[src/rtl/cnn_pkg.sv]
// Shared CNN types and sizing for the conv/pool back end and the feature serialiser.
// Also provides the kernel-to-lane mapping used on the upstream data lanes.
package cnn_pkg;

  localparam int unsigned BitSize            = 8;
  localparam int unsigned NumberOfK          = 8;
  localparam int unsigned ProcessingElements = 2;
  localparam int unsigned OutWidth           = 2;

  localparam int unsigned PixPerImage = OutWidth * OutWidth;
  localparam int unsigned IdxW        = (NumberOfK > 1) ? $clog2(NumberOfK) : 1;
  localparam int unsigned PixW        = (PixPerImage > 1) ? $clog2(PixPerImage) : 1;
  localparam int unsigned LaneW       = (ProcessingElements > 1) ? $clog2(ProcessingElements) : 1;

  typedef logic [BitSize-1:0] pixel_t;
  typedef pixel_t [NumberOfK-1:0] kvec_t;

  // Kernel k is carried on upstream lane k % ProcessingElements.
  function automatic int unsigned lane_of(input int unsigned k);
    return k % ProcessingElements;
  endfunction

endpackage

[src/rtl/feature_bank.sv]
// One pixel buffer of the serialiser: NumberOfK feature registers, fill mask and full flag.
// fill_c flags that this edge's strobes complete the pixel.
module feature_bank
  import cnn_pkg::*;
(
  input  logic                                      clk,
  input  logic                                      res,
  input  logic                                      wr_en,
  input  logic [NumberOfK-1:0]                      in_valid,
  input  logic [ProcessingElements-1:0][BitSize-1:0] in_data,
  input  logic                                      release_en,
  input  logic [IdxW-1:0]                           rd_idx,
  output logic                                      full,
  output logic                                      fill_c,
  output pixel_t                                    rd_data_c
);

  logic [NumberOfK-1:0] mask;
  logic [NumberOfK-1:0] strobe_c;
  logic [NumberOfK-1:0] mask_next_c;
  kvec_t                mem;

  always_comb begin
    strobe_c    = wr_en ? in_valid : '0;
    mask_next_c = mask | strobe_c;
    fill_c      = wr_en && !full && (&mask_next_c);
    rd_data_c   = mem[rd_idx];
  end

  // Fill tracking; a bank is only filled while empty and only released while full.
  always_ff @(posedge clk) begin
    if (res) begin
      mask <= '0;
      full <= 1'b0;
    end else begin
      if (fill_c) mask <= '0;
      else        mask <= mask_next_c;
      if (fill_c)          full <= 1'b1;
      else if (release_en) full <= 1'b0;
    end
  end

  // Feature storage needs no reset; duplicate strobes simply overwrite.
  always_ff @(posedge clk) begin
    for (int unsigned k = 0; k < NumberOfK; k++) begin
      if (strobe_c[IdxW'(k)]) mem[IdxW'(k)] <= in_data[LaneW'(lane_of(k))];
    end
  end

endmodule

[src/rtl/feature_serialiser.sv]
// Double-buffered collector of per-kernel results, drained one element per cycle in
// kernel order. Define FEATURE_SERIALISER_RELU_EN to clamp negative outputs to zero.
module feature_serialiser
  import cnn_pkg::*;
(
  input  logic                                      clk,
  input  logic                                      res,
  input  logic [NumberOfK-1:0]                      in_valid,
  input  logic [ProcessingElements-1:0][BitSize-1:0] in_data,
  output logic                                      in_ready,
  output logic                                      out_valid,
  output logic [BitSize-1:0]                        out_data,
  output logic                                      out_last,
  input  logic                                      out_ready
);

  logic            wr;
  logic            rd;
  logic [IdxW-1:0] idx;
  logic [PixW-1:0] pix;

  logic [1:0] full;
  logic [1:0] fill_c;
  logic [1:0] wr_en_c;
  logic [1:0] release_c;
  pixel_t     rd_data0_c;
  pixel_t     rd_data1_c;
  pixel_t     stored_c;
  logic       take_c;
  logic       last_elem_c;
  logic       last_pix_c;

  feature_bank u_bank0 (
    .clk        (clk),
    .res        (res),
    .wr_en      (wr_en_c[0]),
    .in_valid   (in_valid),
    .in_data    (in_data),
    .release_en (release_c[0]),
    .rd_idx     (idx),
    .full       (full[0]),
    .fill_c     (fill_c[0]),
    .rd_data_c  (rd_data0_c)
  );

  feature_bank u_bank1 (
    .clk        (clk),
    .res        (res),
    .wr_en      (wr_en_c[1]),
    .in_valid   (in_valid),
    .in_data    (in_data),
    .release_en (release_c[1]),
    .rd_idx     (idx),
    .full       (full[1]),
    .fill_c     (fill_c[1]),
    .rd_data_c  (rd_data1_c)
  );

  // Handshake decode and output gating, all from registered state.
  always_comb begin
    in_ready    = !(full[0] && full[1]);
    out_valid   = full[rd];
    last_elem_c = (idx == IdxW'(NumberOfK - 1));
    last_pix_c  = (pix == PixW'(PixPerImage - 1));
    take_c      = out_valid && out_ready;
    wr_en_c     = '0;
    wr_en_c[wr] = in_ready;
    release_c     = '0;
    release_c[rd] = take_c && last_elem_c;
    stored_c    = rd ? rd_data1_c : rd_data0_c;
`ifdef FEATURE_SERIALISER_RELU_EN
    out_data    = (out_valid && !stored_c[BitSize-1]) ? stored_c : '0;
`else
    out_data    = out_valid ? stored_c : '0;
`endif
    out_last    = out_valid && last_elem_c && last_pix_c;
  end

  // Write/read bank pointers, element index and per-image pixel count.
  always_ff @(posedge clk) begin
    if (res) begin
      wr  <= 1'b0;
      rd  <= 1'b0;
      idx <= '0;
      pix <= '0;
    end else begin
      if (fill_c[wr]) wr <= ~wr;
      if (take_c) begin
        if (last_elem_c) begin
          idx <= '0;
          rd  <= ~rd;
          pix <= last_pix_c ? '0 : pix + PixW'(1);
        end else begin
          idx <= idx + IdxW'(1);
        end
      end
    end
  end

endmodule
[config.mk]
export PLATFORM = sky130hd
export DESIGN_NAME = feature_serialiser
export DESIGN_NICKNAME = d
export VERILOG_FILES = /design/src/rtl/cnn_pkg.sv /design/src/rtl/feature_bank.sv /design/src/rtl/feature_serialiser.sv
export SDC_FILE = /design/constraint.sdc
export NUM_CORES = 1
export LEC_CHECK = 0
export CORE_MARGIN = 1
export CORE_UTILIZATION = 50
export CTS_BUF_LIST = sky130_fd_sc_hd__clkbuf_8
export DETAILED_ROUTE_END_ITERATION = 8
export HOLD_SLACK_MARGIN = 0.02
export PLACE_DENSITY = 0.7
export SYNTH_ARGS = -nofsm -noshare
export SYNTH_HDL_FRONTEND = slang
export SYNTH_SLANG_ARGS = --single-unit
export TNS_END_PERCENT = 20
[constraint.sdc]
create_clock -name clk -period 2.33 [get_ports clk]
set_input_delay 0.5825 -clock clk [delete_from_list [all_inputs] [get_ports clk]]
set_output_delay 0.5825 -clock clk [all_outputs]
set_load 0.03 [all_outputs]
==> flow_summary.ini <==
[sta]
whs_ps = 479.6
max_freq_ghz = 0.3826
rsz0062_at_grt = yes
period_share = 1.122
max_slew_margin = 0.6344
skew_ps = 14.36
hold_viol = 0
slew_viol_final = 0
setup_tns_ps = -2259
layout_min_cycle_time_ps = 2614
fin_ws_ps = -283.8
worst_pin_slew_ps = 545.2
setup-violations-final = 9

[clock_network]
root_buffer = clkbuf_8
clockBufferDepth = 2
ctsHoldBuffers = 0
clk_pin_slew_ps = 70
cts_tree = yes
clock-sinks = 153
cts_made_buffers = 17
htreeDepth = 4
clk-insertion-delay-late_ps = 440

[critical_path]
cp_slowest_stage_delay_ps = 520
end_kind = output pin
slowest_stage = mux4_2
crit_family = multiplexers
path_buf_inv = 2
cp_max_fo = 8
cp.arrival_ps = 2030
startpoint_type = flop
cp_cell_sequence = buf_12 -> mux4_2 -> mux2i_1 -> o22ai_1 -> buf_4
path_class = flop to output pin
crit_required_ps = 1750

[detailed_routing]
drtIter0Drc = 208
avgRoutedWirePerCell_um = 22.84
wl_um = 12430
routed-via-count = 3085
drtPass1Iterations = 7
viasPerCell = 5.671
drc_errors = 5
antenna_left = 0

[finish]
post_route_cells_drive_above_1_share = 0.2993
nets = 418
most-common-layout-cells = edfxtp_1 (128), mux4_2 (32), buf_4 (32)
syn2layout_area_growth_pct = 20.33
diodes = 0
fin_area_um2 = 7176
final_common_cell = edfxtp_1
nFillCells = 855
final_core_util = 0.6231

[logic_synthesis]
synth_nets = 345
syn_area_um2 = 5963
synthCells = 315
ys.warnings.count = 0
ys.flop_type = edfxtp_1
synth_seq_area_share = 0.7285
ys_ff_latch = 153
async_reset_ff_frac = 0
syn-mean-instance-area_um2 = 18.93
synth_edf_count = 128
yosysUniqueCellTypes = 32

[placed_design]
place_hpwl_um = 7584
gp_congestion = 0.7421
dpl-instance-area_um2 = 6664
io_buffer_count = 37

[global_routing]
grt.overflow.total = 0
grt_use_met2 = 0.3700
gr-usage-met3 = 0.05686
busiest_layer = met2
grt_util_met1 = 0.2735
grt_pass1_vias = 3321
antenna_found_initial = 0
grt_max_degree = 35
grt_usage = 0.2205
grt_pass1_wl_um = 19010

[run_status]
violations = design-rule violations, negative setup slack
status = complete, but fails checks

[floorplanning]
rows = 39
dieArea_um2 = 12370
core_um2 = 11520
fp.dieW_um = 111.2
start_util = 0.5178
chipHeight_um = 111.2
ios = 38

[pwr]
power_density_nw_per_um2 = 763.7
power_mw = 5.480
p_leak_nw = 2.346
ir_drop_mv = 0.3588

[hold_path]
min_path_type = flop to flop

[run]
drv_cap = 0
==> layer usage <==
metal,routed length (µm),up-vias
li1,-,1406
met1,4773,1568
met2,6543,100
met3,930,11
met4,181,0
met5,0,-
==> logic make-up (layout without fill, tap and decap cells) <==
family          Yosys count  in the layout  share of synthesized area
compound gates           38             38                    0.04259
xor+xnor                  1              1                   0.001469
fa+ha+maj                 3              3                   0.006295
buf+inv                  15            101                    0.01280
flops                   153            153                     0.7285
mux                      49             49                     0.1494
simple gates             56             56                    0.05896
==> state kept, by name, summed over array words and instances, names as in the netlist <==
| register | cells |
|---|---|
| rd | 1 |
| wr | 1 |
| u_bank0.mask | 8 |
| u_bank0.full | 1 |
| u_bank1.mask | 8 |
| idx | 3 |
| u_bank0.mem | 64 |
| pix | 2 |
| u_bank1.mem | 64 |
| u_bank1.full | 1 |
==> report_power, final <==
part           total (mW)  switching, mW  internal, mW  leakage (nW)
combinational       0.330          0.183         0.147         0.733
clock                2.04          0.938          1.11         0.207
sequential           3.11         0.0294          3.08          1.41
total                5.48           1.15          4.33          2.35
==> final timing paths <==
kind / start / cells after the start / endpoint / slack, ps
setup / recovery: idx[0]$_SDFFE_PP0N_ / 5 / out_data[0] / -280
hold reg to reg: pix[0]$_SDFFE_PP0N_ / 2 / pix[0]$_SDFFE_PP0N_ / 480
hold / removal: pix[0]$_SDFFE_PP0N_ / 2 / pix[0]$_SDFFE_PP0N_ / 480
setup reg to reg: wr$_SDFFE_PP0P_ / 5 / u_bank1.mask[1]$_SDFF_PP0_ / 390
==> final cells by class <==
cell class                      instances  area, µm²  share of cell area
Clock inverter                         13      151.4             0.02110
Multi-Input combinational cell        147       1556              0.2169
Tap cell                              143      178.9             0.02493
Clock buffer                           19      261.5             0.03644
Inverter                                1      3.754           0.0005231
Timing Repair Buffer                   68      675.6             0.09416
Sequential cell                       153       4348              0.6059
==> cell usage after synthesis (4+ instances only) <==
cell type,n,area share
a21oi_1,16,0.013
o22ai_1,9,0.0094
nor2b_1,14,0.015
mux2i_1,17,0.029
dfxtp_1,25,0.084
and2_1,16,0.017
nand2_1,7,0.0044
nor2_1,4,0.0025
edfxtp_1,128,0.64
mux4_2,32,0.12
buf_2,7,0.0059
clkbuf_1,4,0.0025
a21oi_2,5,0.0073
==> timing repair <==
item | 4_1_cts | 5_1_grt
buffers inserted | 3 | 1
setup endpoints to repair | 10 | 9
gates cloned | 2 | 1
resized for setup | 8 | 1
pin swaps | 1 | 4
==> tightest hold or removal path: stages (launching register included) <==
cell and delay [ps]:
dfxtp_1 320, nand2_1 60, a21oi_1 60
==> stage by stage <==
step                      setup slack [ps]  instances
final                               -283.8        544
after CTS                           -329.5        544
after global placement               40.30        507
after detailed placement            -16.62        507
after floorplan                      83.53        315
after global routing                -393.0        544
Note: power is estimated with default switching activity, not from simulation.
